File: src/rtl/stream_upsizer.sv
// Packs a narrow valid/ready stream into words SCALE lanes wide, lane 0 first.
// A partially filled word is flushed early on s_last_i; m_keep_o marks the filled lanes.
module stream_upsizer #(
    parameter int DW_IN = 8,
    parameter int SCALE = 4
) (
    input  logic                   clk,
    input  logic                   rst,
    input  logic [DW_IN-1:0]       s_data_i,
    input  logic                   s_valid_i,
    input  logic                   s_last_i,
    output logic                   s_ready_o,
    output logic [DW_IN*SCALE-1:0] m_data_o,
    output logic [SCALE-1:0]       m_keep_o,
    output logic                   m_last_o,
    output logic                   m_valid_o,
    input  logic                   m_ready_i
);
    localparam int OW = DW_IN * SCALE;
    localparam int CW = $clog2(SCALE);

    logic [OW-1:0]    acc_q, acc_d;
    logic [SCALE-1:0] acc_keep_q, acc_keep_d;
    logic             acc_last_q, acc_last_d;
    logic [CW-1:0]    cnt_q, cnt_d;
    logic             pend_q, pend_d;
    logic [OW-1:0]    out_data_q, out_data_d;
    logic [SCALE-1:0] out_keep_q, out_keep_d;
    logic             out_last_q, out_last_d;
    logic             out_valid_q, out_valid_d;
    logic             rst_r_q;

    logic [OW-1:0]    word;
    logic [SCALE-1:0] word_keep;
    logic             wr, rd, completing;

    // Accumulator with the incoming beat dropped into lane cnt.
    genvar gi;
    generate
        for (gi = 0; gi < SCALE; gi++) begin : g_lane
            assign word[gi*DW_IN +: DW_IN] = (cnt_q == CW'(gi)) ? s_data_i
                                                                : acc_q[gi*DW_IN +: DW_IN];
            assign word_keep[gi] = acc_keep_q[gi] | (cnt_q == CW'(gi));
        end
    endgenerate

    assign s_ready_o  = !pend_q && !rst_r_q && !rst;
    assign wr         = s_valid_i && s_ready_o;
    assign rd         = out_valid_q && m_ready_i;
    assign completing = (cnt_q == CW'(SCALE - 1)) || s_last_i;

    always_comb begin
        acc_d       = acc_q;
        acc_keep_d  = acc_keep_q;
        acc_last_d  = acc_last_q;
        cnt_d       = cnt_q;
        pend_d      = pend_q;
        out_data_d  = out_data_q;
        out_keep_d  = out_keep_q;
        out_last_d  = out_last_q;
        out_valid_d = out_valid_q && !rd;

        if (pend_q && rd) begin
            out_data_d  = acc_q;
            out_keep_d  = acc_keep_q;
            out_last_d  = acc_last_q;
            out_valid_d = 1'b1;
            acc_d       = '0;
            acc_keep_d  = '0;
            acc_last_d  = 1'b0;
            cnt_d       = '0;
            pend_d      = 1'b0;
        end else if (wr) begin
            if (!completing) begin
                acc_d      = word;
                acc_keep_d = word_keep;
                cnt_d      = cnt_q + CW'(1);
            end else if (!out_valid_q || rd) begin
                out_data_d  = word;
                out_keep_d  = word_keep;
                out_last_d  = s_last_i;
                out_valid_d = 1'b1;
                acc_d       = '0;
                acc_keep_d  = '0;
                acc_last_d  = 1'b0;
                cnt_d       = '0;
            end else begin
                // Output still occupied: park the finished word until it drains.
                acc_d      = word;
                acc_keep_d = word_keep;
                acc_last_d = s_last_i;
                cnt_d      = '0;
                pend_d     = 1'b1;
            end
        end
    end

    always_ff @(posedge clk) begin
        rst_r_q <= rst;
        if (rst) begin
            acc_q       <= '0;
            acc_keep_q  <= '0;
            acc_last_q  <= 1'b0;
            cnt_q       <= '0;
            pend_q      <= 1'b0;
            out_data_q  <= '0;
            out_keep_q  <= '0;
            out_last_q  <= 1'b0;
            out_valid_q <= 1'b0;
        end else begin
            acc_q       <= acc_d;
            acc_keep_q  <= acc_keep_d;
            acc_last_q  <= acc_last_d;
            cnt_q       <= cnt_d;
            pend_q      <= pend_d;
            out_data_q  <= out_data_d;
            out_keep_q  <= out_keep_d;
            out_last_q  <= out_last_d;
            out_valid_q <= out_valid_d;
        end
    end

    assign m_data_o  = out_data_q;
    assign m_keep_o  = out_keep_q;
    assign m_last_o  = out_last_q;
    assign m_valid_o = out_valid_q;

endmodule
File: config.mk
export PLATFORM = sky130hd
export DESIGN_NAME = stream_upsizer
export DESIGN_NICKNAME = d
export VERILOG_FILES = /design/src/rtl/stream_upsizer.sv
export SDC_FILE = /design/constraint.sdc
export NUM_CORES = 1
export LEC_CHECK = 0
export CAP_MARGIN = 20
export CORE_ASPECT_RATIO = 0.5
export CORE_MARGIN = 4
export CORE_UTILIZATION = 58
export CTS_CLUSTER_DIAMETER = 30
export DETAILED_ROUTE_END_ITERATION = 12
export GPL_TIMING_DRIVEN = 0
export PLACE_DENSITY_LB_ADDON = 0.05
export SETUP_SLACK_MARGIN = 0.5
export SLEW_MARGIN = 0
export SYNTH_ARGS = -nofsm -noshare
export SYNTH_HDL_FRONTEND = slang
export SYNTH_SLANG_ARGS = --single-unit
export TNS_END_PERCENT = 100
File: constraint.sdc
create_clock -name clk -period 4.85 [get_ports clk]
set_input_delay 1.2125 -clock clk [delete_from_list [all_inputs] [get_ports clk]]
set_output_delay 1.2125 -clock clk [all_outputs]
set_load 0.1 [all_outputs]
Word level (Yosys, flattened, before mapping)
Cells that the tools add are included.

cells by class
  shifts and indexed selects = 0
  muxes and demuxes = 26
  equality and inequality tests = 3
  reduce and logical (&&, ||, !) cells = 21
  bitwise logic cells = 5
  $mul = 0
  div/mod/pow operators = 0
  order comparisons = 0
  $add $sub $neg = 1

operator list
  cell                                           count
  two-way mux 32 bit                             6
  two-way mux 8 bit                              4
  two-way mux 4 bit                              6
  two-way mux 1 bit                              9
  logical AND 1 bit                              6
  AND reduction 3 bit                            2
  nonzero test 2 bit                             3
  zero test 1 bit                                5
  == test 2 bit, second input constant           2
  bitwise OR 1 bit                               4
  adder 2 x 1 -> 2 bit, second input constant    1
  == test 2 x 1 -> 1 bit, second input constant  1
  zero test 2 bit                                1
  logical OR 1 bit                               2
  two-way mux 2 bit                              1
  AND reduction 2 bit                            1
  OR reduction 2 bit                             1
  NOT 1 bit                                      1

storage, ports and cells
  RAM bits = 0
  bits of input ports = 13
  register bits = 79
  ROM bits = 0
  output and inout port bits = 39
  memories kept = 0
  word-level logic and storage cells = 66
  bits in latches = 0

Logic depth before layout (Yosys ltp)
Gate-level depths: netlist of the first run.

  depth after elaboration = 7
  gate-level depth with buffers = 7
  gate-level depth less buffers = 5

Worst setup path before layout of the first run
Ideal clock, no wire load.

  path kind = input -> output
  start = input rst
  end = output s_ready_o
  arrival time = 3436 ps
  stages on the path = 2
  buffers on the path = 1
  path slack = 202 ps
  cell sequence = clkbuf_1 nor3_1

between the ends
  cells in the longest elaborated chain, start to end = 2

RTL lines
  element             RTL line  source
  start: declaration  8         input logic rst,
  zero test 1 bit     47        assign s_ready_o = !pend_q && !rst_r_q && !rst;
  logical AND 1 bit   47
  end: declaration    12        output logic s_ready_o,

No other way between the ends.

Final worst setup path of the first run
Ends and elaborated chain as after synthesis.

==> impl_metrics.tcl, run 1 <==
set metrics [dict create \
    wire_per_inst_um 17.49 \
    dp_cells 517 \
    ys_seq_elements 79 \
    vias_per_cell 5.896 \
    yosysSeqAreaShare 0.4501 \
    antenna_found_initial 0 \
    leakagePower_nw 1.464 \
    finalPower_mw 1.491 \
    start_kind "input pin" \
    synthTopCellsByArea "dfxtp_1 45%, mux2i_1 9.4%, nor2_1 5.7%, a211oi_1 5.3%, nand2_1 5.1%" \
    slew_viol_final 0 \
    path_class "input pin to output pin" \
    hold_class "register to register" \
    routabilityCongestion 0.8312 \
    outcome "finished clean" \
    rsz0062_at_grt "false" \
    finalCriticalPeriod_ns 4.131 \
    first_pass_iters 6 \
    cts_resized 1 \
    finalCritPeriodShare 0.8518 \
    fp.dieW_um 118.1 \
    postCtsHoldBufs 0 \
    grtUsageTotal 0.2663 \
    postLayoutCoreUtil 0.7749 \
    setup-tns-final_ns 0 \
    slew_headroom 0.3404 \
    instances_no_fill 531 \
    crit_path_end_kind "output pin" \
    syn_nets 411 \
    fp.dieArea_sq_mm 0.007443 \
    cp_data_required_time_ns 3.64 \
    arrival_ns 2.92 \
    timing.fmax_mhz 242.0 \
    place.detailed.hpwl_um 6464 \
    clkLatencyLatePin_ns 0.34 \
    core_area_sq_mm 0.005658 \
    cp_max_fo 10 \
    tightest_slew_ns 0.9863 \
    drive_gt1_frac 0.08079 \
    clk_pin_slew_ns 0.05 \
    num_io_pins 52 \
    grt_pass1_wl_um 15600 \
    root_buffer "clkbuf_16" \
    grt-ovfl-total 0 \
    maxCapViolations 0 \
    nets 473 \
    fin_skew_ns 0.007437 \
    drtAntennaViolNets 0 \
    diodes 0 \
    rows 19 \
    nFillCells 422 \
    drc 0 \
    syn_area_sq_mm 0.003513 \
    yosys_warnings 0 \
    yosysTopAreaCell "dfxtp_1" \
    irDropWorstVdd_mv 0.2368 \
    vias 3131 \
    initial_utilization 0.6210 \
    cts_tree "built" \
    grt_pass1_vias 3078 \
    synth_top_area_share 0.4501 \
    netlist_instances 393 \
    postRouteWirelength_um 9287 \
    grt_max_degree 12 \
    cts_setup_buffers 0 \
    htree_levels 3 \
    clock_sinks 79 \
    power_density_mw_per_mm2 340.0 \
    syn_area_per_cell_sq_um 8.940 \
    setup_viol 0 \
    clk_path_buf_depth 2 \
    syn_to_final_growth_pct 24.79 \
    yosysUniqueCellTypes 31 \
    port-buffer-count 51 \
    die_y_um 63.04 \
    dr.first_iter.drc_count 336 \
    final-hold-violation-count 0 \
    cts_made_buffers 9 \
]
==> layer usage <==
metal / vias up / wire length, um / GRT usage
li1: 1486 / - / -
met1: 1481 / 4004 / 0.3331
met2: 132 / 4195 / 0.4122
met3: 32 / 835 / 0.1040
met4: 0 / 251 / 0.1095
met5: - / 0 / 0
==> area by class of cell <==
| cell class | instances | area [sq um] | area share |
|---|---|---|---|
| buffer | 31 | 170.2 | 0.03881 |
| clock buffer | 13 | 260.3 | 0.05936 |
| clock inverter | 1 | 5.005 | 0.001142 |
| inverter | 3 | 11.26 | 0.002568 |
| multi-input combinational | 280 | 1755 | 0.4004 |
| sequential | 79 | 1582 | 0.3607 |
| tap | 73 | 91.34 | 0.02083 |
| timing repair buffer | 51 | 509.2 | 0.1162 |
==> placed cells by master (no fill, tap or decap), types with 2 or more instances in the layout <==
master            n
nand3_1          15
clkdlybuf4s50_1  50
a211oi_1         25
clkbuf_16         9
buf_4             2
ha_1              5
mux2i_1          33
o31ai_1          20
a21oi_1          23
and2_1           20
clkbuf_1         20
nor2_1           53
mux2_2           12
nand2_1          48
dfxtp_1          79
buf_1             4
o21ai_1          12
o21ai_0           2
inv_1             3
clkbuf_8          2
buf_6             6
==> worst max-delay path, stage by stage <==
cell and delay [ns]:
clkdlybuf4s50_1 0.43, clkbuf_1 0.25, nor3_2 0.15, dlygate4sd2_1 0.87
==> cells by family (layout without fill, tap and decap cells) <==
kind of cell,after synthesis,in the layout,synth area share
compound gates,86,86,0.1617
fa+ha+maj,5,5,0.01781
buf+inv,34,99,0.05163
flops,79,79,0.4501
mux,45,45,0.1325
simple gates,144,144,0.1863
==> path summary, 6_finish.rpt <==
| check | from | end | slack, ns | cells past startpoint |
|---|---|---|---|---|
| setup / recovery | rst | s_ready_o | 0.72 | 4 |
| hold / removal | acc_q[4] | m_data_o[4] | 0.47 | 2 |
| setup reg to reg | pend_q | m_data_o[15] | 2.46 | 6 |
| hold reg to reg | acc_q[4] | m_data_o[4] | 0.47 | 2 |
==> report_power, final <==
part           internal [mW]  switching (mW)
clock network          0.368           0.247
registers              0.670          0.0139
logic                 0.0588           0.133
==> flip-flops by register name, indices dropped and copies added, names as in the netlist <==
name,flops
m_valid_o,1
acc_q,32
cnt_q,2
m_data_o,32
rst_r_q,1
m_keep_o,4
acc_last_q,1
acc_keep_q,4
pend_q,1
m_last_o,1
==> stage by stage <==
step / worst slack [ns] / hold WS [ns] / cell area, sq um
global route: 0.6414 / 0.4873 / 4384
CTS: 0.7101 / 0.4697 / 4384
global placement: 0.4764 / 0.4473 / 4120
detailed placement: 0.4443 / 0.4605 / 4120
floorplan: 1.057 / 0.4375 / 3518
finish: 0.7185 / 0.4668 / 4384
==> cell usage after synthesis <==
| cell | instances |
|---|---|
| a211oi_1 | 25 |
| buf_4 | 2 |
| a32oi_1 | 1 |
| nand2b_1 | 1 |
| o21ai_1 | 12 |
| nand2_1 | 48 |
| buf_6 | 6 |
| nor2b_1 | 1 |
| clkbuf_1 | 18 |
| a21oi_1 | 23 |
| nor3_1 | 1 |
| and4b_1 | 1 |
| mux2i_1 | 33 |
| mux2_2 | 12 |
| a22oi_1 | 1 |
| or4b_1 | 1 |
| and2_1 | 20 |
| nor2_1 | 53 |
| dfxtp_1 | 79 |
| nand3_1 | 15 |
| o31ai_1 | 20 |
| o31ai_4 | 1 |
| nor4b_2 | 1 |
| ha_1 | 5 |
| inv_1 | 3 |
| nor3_4 | 1 |
| buf_2 | 1 |
| o21ai_0 | 2 |
| a21o_1 | 1 |
| or2_1 | 1 |
| buf_1 | 4 |
Power figures use the tool's default switching activity.
==> inputs of run 2 (changes only) <==
--- a/config.mk
+++ b/config.mk
@@ -14,6 +14,7 @@
 export GPL_TIMING_DRIVEN = 0
 export PLACE_DENSITY_LB_ADDON = 0.05
 export SETUP_SLACK_MARGIN = 0.5
+export SKIP_LAST_GASP = 1
 export SLEW_MARGIN = 0
 export SYNTH_ARGS = -nofsm -noshare
 export SYNTH_HDL_FRONTEND = slang
==> results of run 2 <==
Same layout as run 1: the final DEF is identical, and so are final timing and power.
==> inputs of run 3 (changes only) <==
--- a/config.mk
+++ b/config.mk
@@ -8,7 +8,7 @@
 export CAP_MARGIN = 20
 export CORE_ASPECT_RATIO = 0.5
 export CORE_MARGIN = 4
-export CORE_UTILIZATION = 58
+export CORE_UTILIZATION = 49
 export CTS_CLUSTER_DIAMETER = 30
 export DETAILED_ROUTE_END_ITERATION = 12
 export GPL_TIMING_DRIVEN = 0
==> constraint.sdc (replaced) <==
create_clock -name clk -period 3.48 [get_ports clk]
set_input_delay 0.87 -clock clk [delete_from_list [all_inputs] [get_ports clk]]
set_output_delay 0.87 -clock clk [all_outputs]
set_load 0.1 [all_outputs]
==> run 3 against run 2 <==
Die area rose by 17%. Sequential cell count did not move. Clock power rose by 77%. Register-to-register slack got worse by 1.3 ns. Combinational power rose by 41%. Cell area rose by 3.3%. Sequential power rose by 39%. Clock-buffer cell count fell by 1. Critical path depth did not move. Global-route usage fell by 4.0 points. Setup slack got worse by 0.11 ns. Cell count rose by 4.3%.
==> impl_metrics.tcl, run 3 (synthesized netlist as in run 1, its figures left out) <==
set metrics [dict create \
    fin_skew_ns 0.005721 \
    timing.fmax_mhz 348.3 \
    p_comb_frac 0.117 \
    final_common_cell "dfxtp_1" \
    p_int_mw 1.754 \
    core_area_sq_mm 0.006832 \
    cp_data_required_time_ns 2.61 \
    tightest_slew_ns 1.003 \
    final-hold-violation-count 0 \
    diodes 0 \
    routed-wl-met3_um 702 \
    num_io_pins 52 \
    setup-tns-final_ns 0 \
    grt-ovfl-total 0 \
    cts_tree "built" \
    drtAntennaViolNets 0 \
    worstHoldPathCells 2 \
    p_clk_frac 0.472 \
    r2r_slack_ns 1.15 \
    syn_to_final_growth_pct 28.88 \
    grtUsageTotal 0.2265 \
    power_density_mw_per_mm2 511.1 \
    multi_input_area_sq_mm 0.001770 \
    met2WireLength_um 4114 \
    p_sw_frac 0.2421 \
    initial_utilization 0.5143 \
    vias 3074 \
    cp_max_fo 10 \
    postLayoutCoreUtil 0.6628 \
    root_buffer "clkbuf_16" \
    port-buffer-count 51 \
    clkLatencyLatePin_ns 0.33 \
    rows 21 \
    finalCritPeriodShare 0.8249 \
    start_kind "input pin" \
    dp_cells 536 \
    finalCriticalPeriod_ns 2.871 \
    postRouteWirelength_um 9215 \
    arrival_ns 2.00 \
    finalPower_mw 2.314 \
    rsz0062_at_grt "false" \
    routabilityCongestion 0.8420 \
    nets 476 \
    instances_no_fill 554 \
    crit_path_end_kind "output pin" \
    r2r_end "m_data_o[16]" \
    wl_met1_um 4254 \
    cts_made_buffers 9 \
    clk_path_buf_depth 2 \
    hold_class "register to register" \
    antenna_found_initial 0 \
    htree_levels 3 \
    dr.first_iter.drc_count 174 \
    mostFrequentLayoutCells "79 x dfxtp_1, 53 x nor2_1, 50 x clkdlybuf4s50_1" \
    leakagePower_nw 1.526 \
    wire_per_inst_um 16.63 \
    rr_worst_depth 6 \
    nFillCells 569 \
    maxCapViolations 0 \
    fp.dieArea_sq_mm 0.008671 \
    clock_sinks 79 \
    place.detailed.hpwl_um 6486 \
    reg2reg_from "pend_q" \
    vias_per_cell 5.549 \
    worstHoldStart "acc_q[11]" \
    fp.dieW_um 127.8 \
    drive_gt1_frac 0.09740 \
    grt_max_degree 13 \
    whs_ns 0.4625 \
    top_layer "met4" \
    setup_viol 0 \
    irDropWorstVdd_mv 0.2778 \
    outcome "finished clean" \
    clk_pin_slew_ns 0.06 \
    slew_headroom 0.3289 \
    power_frac_seq 0.411 \
    grt_pass1_vias 3000 \
    holdPathEnd "m_data_o[11]" \
    die_y_um 67.88 \
    grt_pass1_wl_um 15050 \
    first_pass_iters 4 \
    drc 0 \
    path_class "input pin to output pin" \
    slew_viol_final 0 \
    switching_power_uw 560.4 \
    layout.area.seq_sq_mm 0.001582 \
]
==> run 3: cell count changes in the layout (fill, tap and decap cells not counted) <==
cell / change
dlygate4sd2_1: -1
clkbuf_2: +2
nor3_4: +1
nor4b_4: +1
bufinv_16: +3
nor4b_2: -1
clkinv_2: -1
buf_4: +4
nor3_2: -1
clkbuf_1: -3
==> run 3: worst max-delay path, cell delays in order <==
cell	delay, ns
clkdlybuf4s50_1	0.44
clkbuf_2	0.23
nor3_4	0.15
buf_4	0.31
==> run 3: stage by stage <==
stage                     instance area, sq um  worst slack (ns)
after floorplan                           3525            0.7765
after global placement                    4150           -0.2554
after detailed placement                  4150           -0.2962
after CTS                                 4504            0.5401
after global routing                      4528            0.5060
final                                     4528            0.6092
==> run 3: power by group through the flow <==
stage               sequential (mW)  combinational [mW]  clock, mW
finish                        0.952               0.271       1.09
global route                  0.955               0.288       1.14
CTS                           0.951               0.269       1.11
floorplan                      1.05               0.104          0
detailed placement            0.971               0.266          0
global placement              0.969               0.262          0
==> run 3: cell type report <==
cell class / instances / area share
multi-input combinational: 280 / 0.3910
inverter: 3 / 0.002487
sequential: 79 / 0.3493
buffer: 31 / 0.03813
clock inverter: 3 / 0.01990
timing repair buffer: 54 / 0.1172
tap: 92 / 0.02542
clock buffer: 12 / 0.05665
==> run 3: worst max path at each step <==
| stage | start | end | slack [ns] | cells past startpoint |
|---|---|---|---|---|
| after floorplan | rst | s_ready_o | 0.78 | 2 |
| after global placement | rst | s_ready_o | -0.26 | 4 |
| after detailed placement | rst | s_ready_o | -0.30 | 4 |
| after CTS | rst | acc_q[27] | 0.54 | 6 |
| after global routing | s_valid_i | m_data_o[22] | 0.51 | 7 |
| final | rst | s_ready_o | 0.61 | 4 |
==> run 3: timing repair <==
action / in CTS / in global routing
setup buffers: 0 / 3
pin swaps: 0 / 1
cloned: 0 / 0
endpoints found under the setup margin: 15 / 10
hold buffers: 0 / 0
resized for setup: 8 / 2
==> run 3: routing by layer <==
layer / global-route usage / up-vias
met5: 0 / -
met4: 0.07672 / 0
met3: 0.06625 / 16
met2: 0.3581 / 89
met1: 0.3009 / 1469
li1: - / 1500
